File: src/rtl/fetch_queue.sv
// fetch_queue: instruction prefetch buffer between a 1-cycle-latency
// instruction memory and decode.
// Words are issued sequentially, buffered with their PC in a small FIFO,
// and presented to decode under a valid/ready handshake. A redirect flushes
// the queue and restarts fetch at the target.
// Optional macro FETCH_QUEUE_BYPASS_EN forwards a returning word straight to
// decode when the FIFO is empty, which saves one cycle of latency.
module fetch_queue #(
  parameter int INSTR_WIDTH = 32,
  parameter int ADDR_WIDTH  = 32,
  parameter int DEPTH       = 4,
  parameter logic [ADDR_WIDTH-1:0] RESET_PC = '0
) (
  input  logic                       clk,
  input  logic                       rst,
  input  logic                       redirect_i,
  input  logic [ADDR_WIDTH-1:0]      redirect_pc_i,
  output logic                       imem_req_o,
  output logic [ADDR_WIDTH-1:0]      imem_addr_o,
  input  logic [INSTR_WIDTH-1:0]     imem_rdata_i,
  output logic [INSTR_WIDTH-1:0]     instr_o,
  output logic [ADDR_WIDTH-1:0]      pc_o,
  output logic [ADDR_WIDTH-1:0]      pc_plus4_o,
  output logic                       valid_o,
  input  logic                       ready_i,
  output logic [$clog2(DEPTH):0]     count_o
);

  localparam int PTR_W = $clog2(DEPTH);
  localparam logic [INSTR_WIDTH-1:0] NOP = INSTR_WIDTH'(32'h0000_0013);

  logic [ADDR_WIDTH-1:0]  fetch_pc;
  logic [ADDR_WIDTH-1:0]  pc_q;
  logic [ADDR_WIDTH-1:0]  last_pc;
  logic [ADDR_WIDTH-1:0]  issue_addr;
  logic [ADDR_WIDTH-1:0]  head_pc;
  logic                   inflight;
  logic [PTR_W-1:0]       rd_ptr;
  logic [PTR_W-1:0]       wr_ptr;
  logic [PTR_W:0]         count;
  logic [PTR_W+1:0]       credit;
  logic                   fifo_valid;
  logic                   push;
  logic                   pop;
`ifdef FETCH_QUEUE_BYPASS_EN
  logic                   bypass;
`endif

  logic [ADDR_WIDTH-1:0]  pc_mem    [DEPTH];
  logic [INSTR_WIDTH-1:0] instr_mem [DEPTH];

  // Request generation, push/pop decisions and head-of-queue output mux.
  // Credits count occupancy plus the in-flight word so the FIFO can never
  // overflow; a same-cycle pop is deliberately not credited.
  always_comb begin
    credit     = {1'b0, count} + {{(PTR_W+1){1'b0}}, inflight};
    issue_addr = redirect_i ? {redirect_pc_i[ADDR_WIDTH-1:2], 2'b00} : fetch_pc;
    imem_req_o = !rst && (redirect_i || (credit < (PTR_W+2)'(DEPTH)));
    fifo_valid = (count != '0) && !redirect_i;
    pop        = fifo_valid && ready_i;
    valid_o    = fifo_valid;
    instr_o    = (count != '0) ? instr_mem[rd_ptr] : NOP;
    head_pc    = (count != '0) ? pc_mem[rd_ptr] : last_pc;
`ifdef FETCH_QUEUE_BYPASS_EN
    bypass     = inflight && (count == '0) && !redirect_i;
    push       = inflight && !redirect_i && !(bypass && ready_i);
    if (bypass) begin
      valid_o  = 1'b1;
      instr_o  = imem_rdata_i;
      head_pc  = pc_q;
    end
`else
    push       = inflight && !redirect_i;
`endif
    pc_o       = head_pc;
    pc_plus4_o = head_pc + ADDR_WIDTH'(4);
    imem_addr_o = issue_addr;
    count_o    = count;
  end

  // Fetch PC, in-flight tracking and FIFO pointer/occupancy bookkeeping.
  always_ff @(posedge clk or posedge rst) begin
    if (rst) begin
      fetch_pc <= RESET_PC;
      pc_q     <= '0;
      last_pc  <= '0;
      inflight <= 1'b0;
      rd_ptr   <= '0;
      wr_ptr   <= '0;
      count    <= '0;
    end else begin
      inflight <= imem_req_o;
      last_pc  <= head_pc;
      if (imem_req_o) begin
        fetch_pc <= issue_addr + ADDR_WIDTH'(4);
        pc_q     <= issue_addr;
      end
      if (redirect_i) begin
        rd_ptr <= '0;
        wr_ptr <= '0;
        count  <= '0;
      end else begin
        if (push) wr_ptr <= wr_ptr + PTR_W'(1);
        if (pop)  rd_ptr <= rd_ptr + PTR_W'(1);
        case ({push, pop})
          2'b10:   count <= count + (PTR_W+1)'(1);
          2'b01:   count <= count - (PTR_W+1)'(1);
          default: count <= count;
        endcase
      end
    end
  end

  // FIFO storage; contents need no reset because count gates visibility.
  always_ff @(posedge clk) begin
    if (push) begin
      pc_mem[wr_ptr]    <= pc_q;
      instr_mem[wr_ptr] <= imem_rdata_i;
    end
  end

endmodule

File: config.mk
export PLATFORM = sky130hd
export DESIGN_NAME = fetch_queue
export DESIGN_NICKNAME = d
export VERILOG_FILES = /design/src/rtl/fetch_queue.sv
export SDC_FILE = /design/constraint.sdc
export NUM_CORES = 1
export LEC_CHECK = 0
export ABC_AREA = 1
export CORE_ASPECT_RATIO = 1.2
export CORE_MARGIN = 4
export CORE_UTILIZATION = 30
export CTS_CLUSTER_DIAMETER = 150
export DETAILED_ROUTE_END_ITERATION = 10
export GPL_TIMING_DRIVEN = 0
export PLACE_DENSITY_LB_ADDON = 0.1
export SLEW_MARGIN = 15
export SYNTH_ARGS = -nofsm -noshare
export SYNTH_HDL_FRONTEND = slang
export SYNTH_SLANG_ARGS = --single-unit
File: constraint.sdc
create_clock -name clk -period 5 [get_ports clk]
set_input_delay 0.75 -clock clk [delete_from_list [all_inputs] [get_ports clk]]
set_output_delay 0.75 -clock clk [all_outputs]
set_load 0.1 [all_outputs]
Word-level counts from Yosys, hierarchy flattened
Memories as Yosys holds them, arrays and structs flattened.
Index checks and enable logic that the tools add are counted.
W data, S select, Z words.
{"block": "word_totals", "out_inout_bits": 133, "wordCells": 41, "n_memories": 2, "ff_bits": 104, "mem_bits_rw": 256}
{"memory": "instr_mem", "depth": 4, "word_bits": 32, "read_ports": 1, "rd_ports_with_merged_regs": 0, "write_ports": 1, "line": "50", "rtl": "logic [INSTR_WIDTH-1:0] instr_mem [DEPTH];"}
{"memory": "pc_mem", "depth": 4, "word_bits": 32, "read_ports": 1, "rd_ports_with_merged_regs": 0, "write_ports": 1, "line": "49", "rtl": "logic [ADDR_WIDTH-1:0] pc_mem [DEPTH];"}
{"block": "classes", "n_eq_ne": 2, "n_lt_le_gt_ge": 1, "n_mux": 11, "n_reduce_logical": 11, "addsub": 7}
{"operator": "$mux W32", "count": 3}
{"operator": "$add A32 B3 Y32 const B", "count": 2}
{"operator": "$mux W2", "count": 4}
{"operator": "$pmux W3 S2", "count": 1}
{"operator": "$reduce_bool A3 Y1", "count": 2}
{"operator": "$add A2 B1 Y2 const B", "count": 2}
{"operator": "$add A3 B1 Y4", "count": 1}
{"operator": "$logic_and A1 B1 Y1", "count": 4}
{"operator": "$lt A4 B3 Y1 const B", "count": 1}
{"operator": "$reduce_bool A2 Y1", "count": 2}
{"operator": "$add A3 B1 Y3 const B", "count": 1}
{"operator": "$mux W3", "count": 1}
{"operator": "$sub A3 B1 Y3 const B", "count": 1}
{"operator": "$eq A2 B1 Y1 const B", "count": 1}
{"operator": "$eq A2 B2 Y1 const B", "count": 1}
{"operator": "$logic_not A1 Y1", "count": 2}
{"operator": "$mux W1", "count": 2}
{"operator": "$logic_or A1 B1 Y1", "count": 1}

Depth between registers and ports, before layout
Gate-level depths: netlist of run 1.
{"block": "logic_depth", "ltp_word": 6, "depth_mapped": 16}

Worst setup path before layout of run 1
OpenSTA, ideal clock, no wires.
{"block": "synth_path", "path_kind": "reg2out", "from": "register count[1], in the netlist count_o[1]", "to": "output port pc_plus4_o[18]", "required_ns": 4.250, "arrival_time_ns": 4.689, "stages_incl_launch_ff": 12, "path_slack_ns": -0.439, "path_cell_list": "dfrtp_1 -> inv_1 -> nand3_4 -> buf_4 -> buf_6 -> nand2_1 -> nand2_1 -> ha_1 -> nand3_2 -> nor2_2 -> nand2_1 -> xnor2_1"}
{"block": "synth_via", "elab_chain_cells": 3}
{"element": "start: declaration", "line": "40", "rtl": "logic [PTR_W:0] count;"}
{"element": "start signal: assignment", "line": "106", "rtl": "2'b10: count <= count + (PTR_W+1)'(1);"}
{"element": "start signal: assignment", "line": "107", "rtl": "2'b01: count <= count - (PTR_W+1)'(1);"}
{"element": "start signal: assignment", "line": "108", "rtl": "default: count <= count;"}
{"element": "$reduce_bool A3 Y1", "line": "63", "rtl": "head_pc = (count != '0) ? pc_mem[rd_ptr] : last_pc;"}
{"element": "$mux W32", "line": "63"}
{"element": "via pc_o[3]", "line": "22", "rtl": "output logic [ADDR_WIDTH-1:0] pc_o,"}
{"element": "$add A32 B3 Y32", "line": "76", "rtl": "pc_plus4_o = head_pc + ADDR_WIDTH'(4);"}
{"element": "end: declaration", "line": "23", "rtl": "output logic [ADDR_WIDTH-1:0] pc_plus4_o,"}
The timed path passes the listed nets, and every way through them passes these cells.

Final worst setup path of run 1
{"block": "layout_path", "from": "register count[1], in the netlist count_o[1]", "to": "output port pc_plus4_o[20]"}
{"block": "layout_via", "elab_chain_cells": 3}
{"element": "$reduce_bool A3 Y1", "line": "63"}
{"element": "$mux W32", "line": "63"}
{"element": "$add A32 B3 Y32", "line": "76"}
No other way between the ends.

==> impl_metrics.toml, run 1 <==
[floorplanning]
rows = 94
ios = 201
initial_core_util_pct = 30.4
dieArea_um2 = 59600
fp.dieH_um = 267
core_um2 = 55000
die-width_um = 224

[outcome]
outcome = "completed"

[global_route]
grt_max_degree = 34
grt_pass1_wl_mm = 80.0
first_global_vias = 12873
grt_usage_pct = 17.4
gr-total-overflow = 0
antenna_found_initial = 1

[clock_network]
clockRootBuffer = "clkbuf_16"
insertion_delay_ps = 570
cts-htree-levels = 2
cts.sink_count = 358
numCtsBuffers = 40
cts_tree = "yes"
clk_path_buf_depth = 3
clk_pin_slew_worst_paths_ps = 60

[logic_synthesis]
syn-num-nets = 1845
netlist_instances = 1770
syn_area_per_cell_um2 = 9.45
synthesis.area_um2 = 16700
netlist-cell-type-count = 45
ys_seq_elements = 358
yosys_warnings = 0
yosysSeqAreaShare_pct = 61.2

[final_layout]
area_growth_pct = 28.6
regArea_um2 = 10200
nFillCells = 5495
multi_input_area_um2 = 5330
layout-drive-gt1-share_pct = 12.3
nets = 2100

[hold_path]
min_to = "fetch_pc[29]"
worstHoldStart = "fetch_pc[29]"
holdPathStages = 2
hold_class = "register to register"

[worst_setup_path]
crit_required_ps = 4250
startpoint_type = "register"
crit_type = "register to output port"
r2r-start = "count_o[1]"
worstPathMaxFanout = 10
critPathArrivalTime_ps = 3970
rr_endpoint = "count_o[2]"
endpoint_kind = "output port"
r2r_cells = 11
reg2reg_setup_slack_ps = 2430

[detailed_routing]
first_pass_iters = 5
ant_nets = 0
vias = 12732
finalWirelength_mm = 52.3
drc = 0
vias_per_cell = 4.58
wl_per_cell_um = 18.8
drtIter0Drc = 600

[sta]
slew_violations = 0
slew-limit-headroom_pct = 29.5
rsz0062_at_grt = "false"
final_hold_viol_count = 0
fin_crit_sh_pct = 94.3
period_minus_slack_ps = 4720
finalSetupViolCount = 0
worstMarginPinSlew_ps = 1050
max_freq_mhz = 212
clock_skew_ps = 18.7
whs_ps = 497

[placement]
portBuffers = 197
gp_congestion = 0.862
post-dp-hpwl_mm = 37.7

[job]
maxCapViolCount = 0
==> layout by cell type (no fill, tap or decap), drive strengths merged, types with 5 or more instances in the layout <==
| master | n |
|---|---|
| a21oi | 36 |
| a31oi | 6 |
| buf | 71 |
| bufinv | 5 |
| clkbuf | 77 |
| clkdlybuf4s50 | 176 |
| clkinv | 13 |
| dfrtp | 102 |
| dlymetal6s2s | 14 |
| edfxtp | 256 |
| ha | 6 |
| inv | 210 |
| nand2 | 481 |
| nand3 | 120 |
| nand4 | 19 |
| nor2 | 264 |
| o211ai | 6 |
| o21a | 7 |
| o21ai | 120 |
| or2 | 19 |
| xor2 | 16 |
==> cells in the mapped netlist (all sizes together) <==
| cell type | count | area share [%] |
|---|---|---|
| or2 | 19 | 0.71 |
| fa | 1 | 0.12 |
| nand2 | 481 | 11 |
| xnor2 | 3 | 0.16 |
| o21bai | 3 | 0.13 |
| a21boi | 2 | 0.090 |
| and3 | 1 | 0.037 |
| edfxtp | 256 | 46 |
| nand4 | 19 | 0.71 |
| o31ai | 1 | 0.075 |
| o311ai | 3 | 0.16 |
| clkinv | 1 | 0.022 |
| xor2 | 16 | 0.84 |
| a31oi | 6 | 0.22 |
| o21ai | 120 | 4.0 |
| o211ai | 6 | 0.27 |
| inv | 208 | 4.7 |
| dfrtp | 102 | 15 |
| o221ai | 4 | 0.21 |
| a22oi | 2 | 0.12 |
| o22ai | 3 | 0.11 |
| nand3 | 120 | 3.8 |
| nor2 | 264 | 6.4 |
| clkbuf | 23 | 0.52 |
| a21oi | 36 | 1.1 |
| ha | 6 | 0.45 |
| o21a | 7 | 0.31 |
| buf | 55 | 2.3 |
| nor3 | 2 | 0.060 |
==> worst max path at each step <==
stage | end | slack, ps | cells after the start | from
finish | pc_plus4_o[20] | 280 | 13 | count_o[1]
global route | pc_plus4_o[16] | 10 | 12 | count_o[1]
CTS | pc_plus4_o[14] | 20 | 11 | rd_ptr[1]
detailed placement | imem_req_o | -400 | 8 | rst
global placement | instr_mem[2][9] | -2490 | 6 | redirect_i
floorplan | pc_plus4_o[13] | 6 | 10 | count_o[1]
==> through the flow <==
stage | area, µm² | setup WS, ps | util (%) | TNS, ps | std cells
2_1_floorplan | 16800 | 6.49 | - | 0 | 1770
3_3_place_gp | 19700 | -2490 | 35.7 | -666680 | 2687
3_5_place_dp | 20100 | -399 | 36.5 | -399 | 2703
4_1_cts | 21500 | 19.0 | 39.0 | 0 | 2777
5_1_grt | 21500 | 13.6 | 39.1 | 0 | 2778
6_report | 21500 | 284 | 39.1 | 0 | 2778
==> flip-flops by register name, indices dropped and copies added, names as in the netlist <==
register	flops
instr_mem	128
pc_mem	128
fetch_pc	32
last_pc	32
pc_q	30
count_o	3
rd_ptr	2
wr_ptr	2
inflight	1
==> critical path, cell delays in order, from the launching register on <==
cell and delay [ps]:
dfrtp_1 430, inv_1 130, nand3_4 160, inv_2 170
buf_2 260, nand2_1 80, nand2_1 290, nand2_1 150
inv_1 100, nand2_1 70, nor2_1 180, nand4_1 110
nand2_1 100, clkdlybuf4s50_1 1150
==> area by class of cell <==
cell class	count	share of cell area [%]
clock buffer	52	5.24
sequential	358	47.6
timing repair buffer	213	11.0
tap	720	4.19
buffer	78	2.18
clock inverter	22	1.26
multi-input combinational	1125	24.8
antenna	1	0.0116
inverter	209	3.67
==> routing by layer <==
metal	vias to the layer above	global-route usage, %	routed length (µm)
met3	89	3.39	2490
met2	327	29.9	25500
met4	0	5.42	1550
met5	-	0	0
met1	6027	22.4	22800
li1	6289	-	-
==> cell families after synthesis <==
group / share of synthesized area, %
flip-flops: 61.2
XOR/XNOR: 0.995
AND/OR/NAND/NOR: 23.0
buffers and inverters: 7.49
AO/OA/AOI/OAI: 6.73
adder cells (fa/ha/maj): 0.569
==> timing repair <==
action	CTS	global route
endpoints found under the hold margin	0	0
gates resized for setup	9	19
buffers inserted	0	0
endpoints found under the setup margin	7	17
hold buffers	0	0
pin swaps	0	0
Power of run 1 is not shown: default switching activity piles up to over one toggle a cycle in this logic, so the estimate is an artifact.
==> inputs of run 2 (changes only) <==
Settings changed: PLACE_DENSITY_LB_ADDON 0.1 to 0.2.
==> run 2 against run 1 <==
Net effect:
- final cell count down 0.14%
- critical path type unchanged
- largest cell class unchanged
- critical endpoint is now pc_plus4_o[29]
- sequential cell count unchanged
- sequential share of layout area up 0.52 points
==> impl_metrics.toml, run 2 (synthesis results as in run 1) <==
[floorplanning]
ios = 201
core_um2 = 55000
initial_core_util_pct = 30.4
rows = 94
dieArea_um2 = 59600
die-width_um = 224
fp.dieH_um = 267

[worst_setup_path]
reg2reg_setup_slack_ps = 2450
r2r_cells = 11
crit_path_start = "count_o[1]"
r2r-start = "count_o[1]"
critPathMaxStageDelay_ps = 1140
crit_required_ps = 4250
critPathArrivalTime_ps = 4050
cp_common_cell = "nand2_1"
crit_slowest_cell = "clkdlybuf4s50_1"
worstPathMaxFanout = 10
startpoint_type = "register"
cp_top_family = "buffers and inverters"
rr_endpoint = "count_o[2]"
worst-path-buf-inv = 4
path_cells = "inv_1 > nand3_4 > inv_2 > buf_2 > nand2_1 > nand2_2 > nand2_1 > nor2_2 > nand3_1 > nand2_1 > clkdlybuf4s50_1"
endpoint_kind = "output port"
crit_type = "register to output port"

[final_layout]
antennaDiodeCount = 0
reg_top3 = "instr_mem (128), pc_mem (128)"
nets = 2100
layout_commonest_cell = "nand2_1"
layout-drive-gt1-share_pct = 11.5
final_cell_mix = "nand2_1 (452), edfxtp_1 (256), nor2_1 (236), inv_1 (189), clkdlybuf4s50_1 (182)"
area_growth_pct = 27.2
layoutNonFillerInstCount = 2774
regArea_um2 = 10200
multi_input_area_um2 = 5330
nFillCells = 5484

[clock_network]
clockRootBuffer = "clkbuf_16"
clk_pin_slew_worst_paths_ps = 50
cts_hold_buffers = 0
insertion_delay_ps = 540
cts-htree-levels = 2
cts.sink_count = 358
numCtsBuffers = 40
clk_path_buf_depth = 3
cts_tree = "yes"

[detailed_routing]
ant_nets = 0
drc = 0
drtIter0Drc = 727
wl_per_cell_um = 18.3
vias = 12727
finalWirelength_mm = 50.8
first_pass_iters = 7
vias_per_cell = 4.59

[global_route]
first_global_vias = 12947
antenna_found_initial = 0
grt_usage_pct = 16.9
gr-total-overflow = 0
grt_pass1_wl_mm = 77.8
grt_max_degree = 33

[job]
maxCapViolCount = 0

[placement]
post-dp-hpwl_mm = 37.2
portBuffers = 197
dpl.cell_count = 2703
gp_congestion = 0.909

[hold_path]
holdPathStages = 2
worstHoldStart = "fetch_pc[31]"
hold_class = "register to register"
min_to = "fetch_pc[31]"

[sta]
worstMarginPinSlew_ps = 1110
fin_crit_sh_pct = 95.9
period_minus_slack_ps = 4800
clock_skew_ps = 10.4
slew_violations = 0
finalSetupViolCount = 0
max_freq_mhz = 209
final_hold_viol_count = 0
slew-limit-headroom_pct = 25.5
rsz0062_at_grt = "false"

[outcome]
outcome = "completed"
## run 2: changes by cell type in the layout (fill, tap and decap cells not counted), sizes merged, moves of 2 or more
cell           before  now
clkbuf             77   75
dlymetal6s2s       14    5
clkinv             13   19
bufinv              5    1
clkdlybuf4s50     176  182
inv               210  208
dlygate4sd2         3    8
clkdlybuf4s15       2    0
## run 2: worst min-delay path, delay by kind of cell (launching register included)
| kind | cells | cell delay (ps) |
|---|---|---|
| DFF | 1 | 340 |
| and+or+nand+nor | 2 | 120 |
## run 2: repair_timing
| item | in CTS | in global routing |
|---|---|---|
| endpoints found under the setup margin | 10 | 7 |
| gates resized for setup | 11 | 8 |
| pin swaps | 0 | 0 |
| setup buffers | 0 | 0 |
## run 2: worst max path at each step
| stage | to | cells past startpoint |
|---|---|---|
| 4_1_cts | pc_plus4_o[17] | 11 |
| 5_1_grt | pc_plus4_o[25] | 11 |
| 2_1_floorplan | pc_plus4_o[13] | 10 |
| 3_5_place_dp | imem_req_o | 7 |
| 6_report | pc_plus4_o[29] | 11 |
| 3_3_place_gp | instr_mem[1][5] | 6 |
## run 2: layout make-up
| type | count | share of cell area [%] |
|---|---|---|
| flip-flops and latches | 358 | 48.2 |
| multi-input cells | 1125 | 25.0 |
| repair buffers | 213 | 11.1 |
| clock buffers | 50 | 4.98 |
| well taps | 720 | 4.24 |
| inverters | 209 | 3.71 |
| plain buffers | 78 | 2.20 |
| clock inverters | 21 | 0.606 |
## run 2: layer usage
layer	routed length (µm)	vias to the layer above	GRT usage, %	share of wire (%)
li1	-	6269	-	-
met1	22100	6062	21.8	44
met2	24700	301	28.9	49
met3	2180	95	2.72	4.3
met4	1740	0	5.98	3.4
met5	0	-	0	0
## run 2: stage by stage
stage	setup slack [ps]	util [%]	instance area (µm²)	hold WS (ps)	TNS, ps
2_1_floorplan	6.49	-	16800	451	0
3_3_place_gp	-2420	35.7	19700	483	-648110
6_report	204	38.6	21300	496	0
3_5_place_dp	-129	36.5	20100	484	-129
4_1_cts	4.14	38.6	21300	501	0
5_1_grt	14.5	38.6	21300	511	0
Power of run 2 is left out for the same reason.
==> inputs of run 3 (changes only) <==
Settings changed: CELL_PAD_IN_SITES_DETAIL_PLACEMENT set to 1, CELL_PAD_IN_SITES_GLOBAL_PLACEMENT set to 2, CORE_MARGIN 4 to 2.
==> run 3 against run 2 <==
Net effect:
- fmax increased by 0.17%
- sequential cell count is the same
- first-iteration DRC count shrank 23%
- core utilization increased by 0.25 points
==> impl_metrics.toml, run 3 (synthesis results as in run 1) <==
[worst_setup_path]
worstPathMaxFanout = 26
reg2reg_setup_slack_ps = 2410
critPathArrivalTime_ps = 4040
critPathMaxStageDelay_ps = 940
endpoint_kind = "output port"
crit_slowest_cell = "dlygate4sd2_1"
crit_required_ps = 4250
startpoint_type = "primary input"
crit_type = "primary input to output port"
path_cells = "clkdlybuf4s50_1 > clkinvlp_4 > buf_12 > nand3_1 > o21ai_2 > clkbuf_1 > dlygate4sd2_1"

[sta]
worstMarginPinSlew_ps = 1040
max_freq_mhz = 209
slew-limit-headroom_pct = 30.6
slew_violations = 0
final_hold_viol_count = 0
finalSetupViolCount = 0
setup_slack_ps = 213
fin_crit_sh_pct = 95.7
rsz0062_at_grt = "false"
clock_skew_ps = 26.0
period_minus_slack_ps = 4790

[detailed_routing]
vias_per_cell = 4.63
first_pass_iters = 5
drc = 0
drtIter0Drc = 560
finalWirelength_mm = 54.7
wl_per_cell_um = 19.7
vias = 12848
ant_nets = 0

[placement]
post-dp-hpwl_mm = 40.8
place_ws_ps = -178
portBuffers = 197
gp_congestion = 0.769

[global_route]
antenna_found_initial = 0
first_global_vias = 13834
gr-total-overflow = 0
grt_max_degree = 31
grt_usage_pct = 19.2
grt_pass1_wl_mm = 83.7

[floorplanning]
fp.dieH_um = 263
core_um2 = 54900
rows = 94
initial_core_util_pct = 30.4
ios = 201
dieArea_um2 = 57600
die-width_um = 220

[final_layout]
nets = 2100
nFillCells = 6228
layout_commonest_cell = "nand2_1"
antennaDiodeCount = 0
layout-drive-gt1-share_pct = 11.7
area_growth_pct = 27.7
reg_top3 = "instr_mem (128), pc_mem (128)"
final_cell_mix = "nand2_1 (452), edfxtp_1 (256), nor2_1 (236), inv_1 (189), clkdlybuf4s50_1 (175)"

[job]
maxCapViolCount = 0

[clock_network]
cts_resized = 11
cts_tree = "yes"
cts-htree-levels = 2
clockRootBuffer = "clkbuf_16"
clk_path_buf_depth = 3
numCtsBuffers = 40
cts_hold_buffers = 0
postCtsSetupBuffers = 0
clk_pin_slew_worst_paths_ps = 60
insertion_delay_ps = 570
cts.sink_count = 358

[outcome]
outcome = "completed"

[hold_path]
hold_class = "register to register"
## run 3: cell type report
cell class	count	area [µm²]	share of cell area, %
clock inverters	14	131	0.615
well taps	720	901	4.22
multi-input cells	1125	5330	24.9
flip-flops and latches	358	10200	47.9
plain buffers	78	468	2.19
clock buffers	59	1120	5.25
inverters	209	788	3.69
repair buffers	213	2380	11.1
## run 3: worst paths after layout
path | from | endpoint | depth (start not counted)
max | rst | imem_req_o | 7
min | fetch_pc[31] | fetch_pc[31] | 2
max reg2reg | count_o[1] | count_o[2] | 11
min reg2reg | fetch_pc[31] | fetch_pc[31] | 2
max in group asynchronous | rst | last_pc[5] | 4
min in group asynchronous | rst | fetch_pc[17] | 2
## run 3: critical path, delay by kind of cell
kind / cells / cell delay [ps]
AOI/OAI and AO/OA: 1 / 230
and+or+nand+nor: 1 / 240
buffers and inverters: 5 / 2790
## run 3: metrics by stage
stage          hold slack, ps  utilization, %  TNS, ps  instances  area [µm²]
2_1_floorplan             451               -        0       1770       16800
3_3_place_gp              478            35.8  -663650       2687       19700
3_5_place_dp              493            36.6     -178       2703       20100
4_1_cts                   510            38.8        0       2776       21300
5_1_grt                   530            38.9        0       2776       21400
6_report                  500            38.9        0       2776       21400
## run 3: metal layers
metal	vias up	wire (µm)	global-route usage (%)
met5	-	0	0
met4	0	1110	4.73
met3	55	1820	2.69
met2	193	28400	35.1
met1	6325	23300	23.5
li1	6275	-	-
Power of run 3 is left out for the same reason.
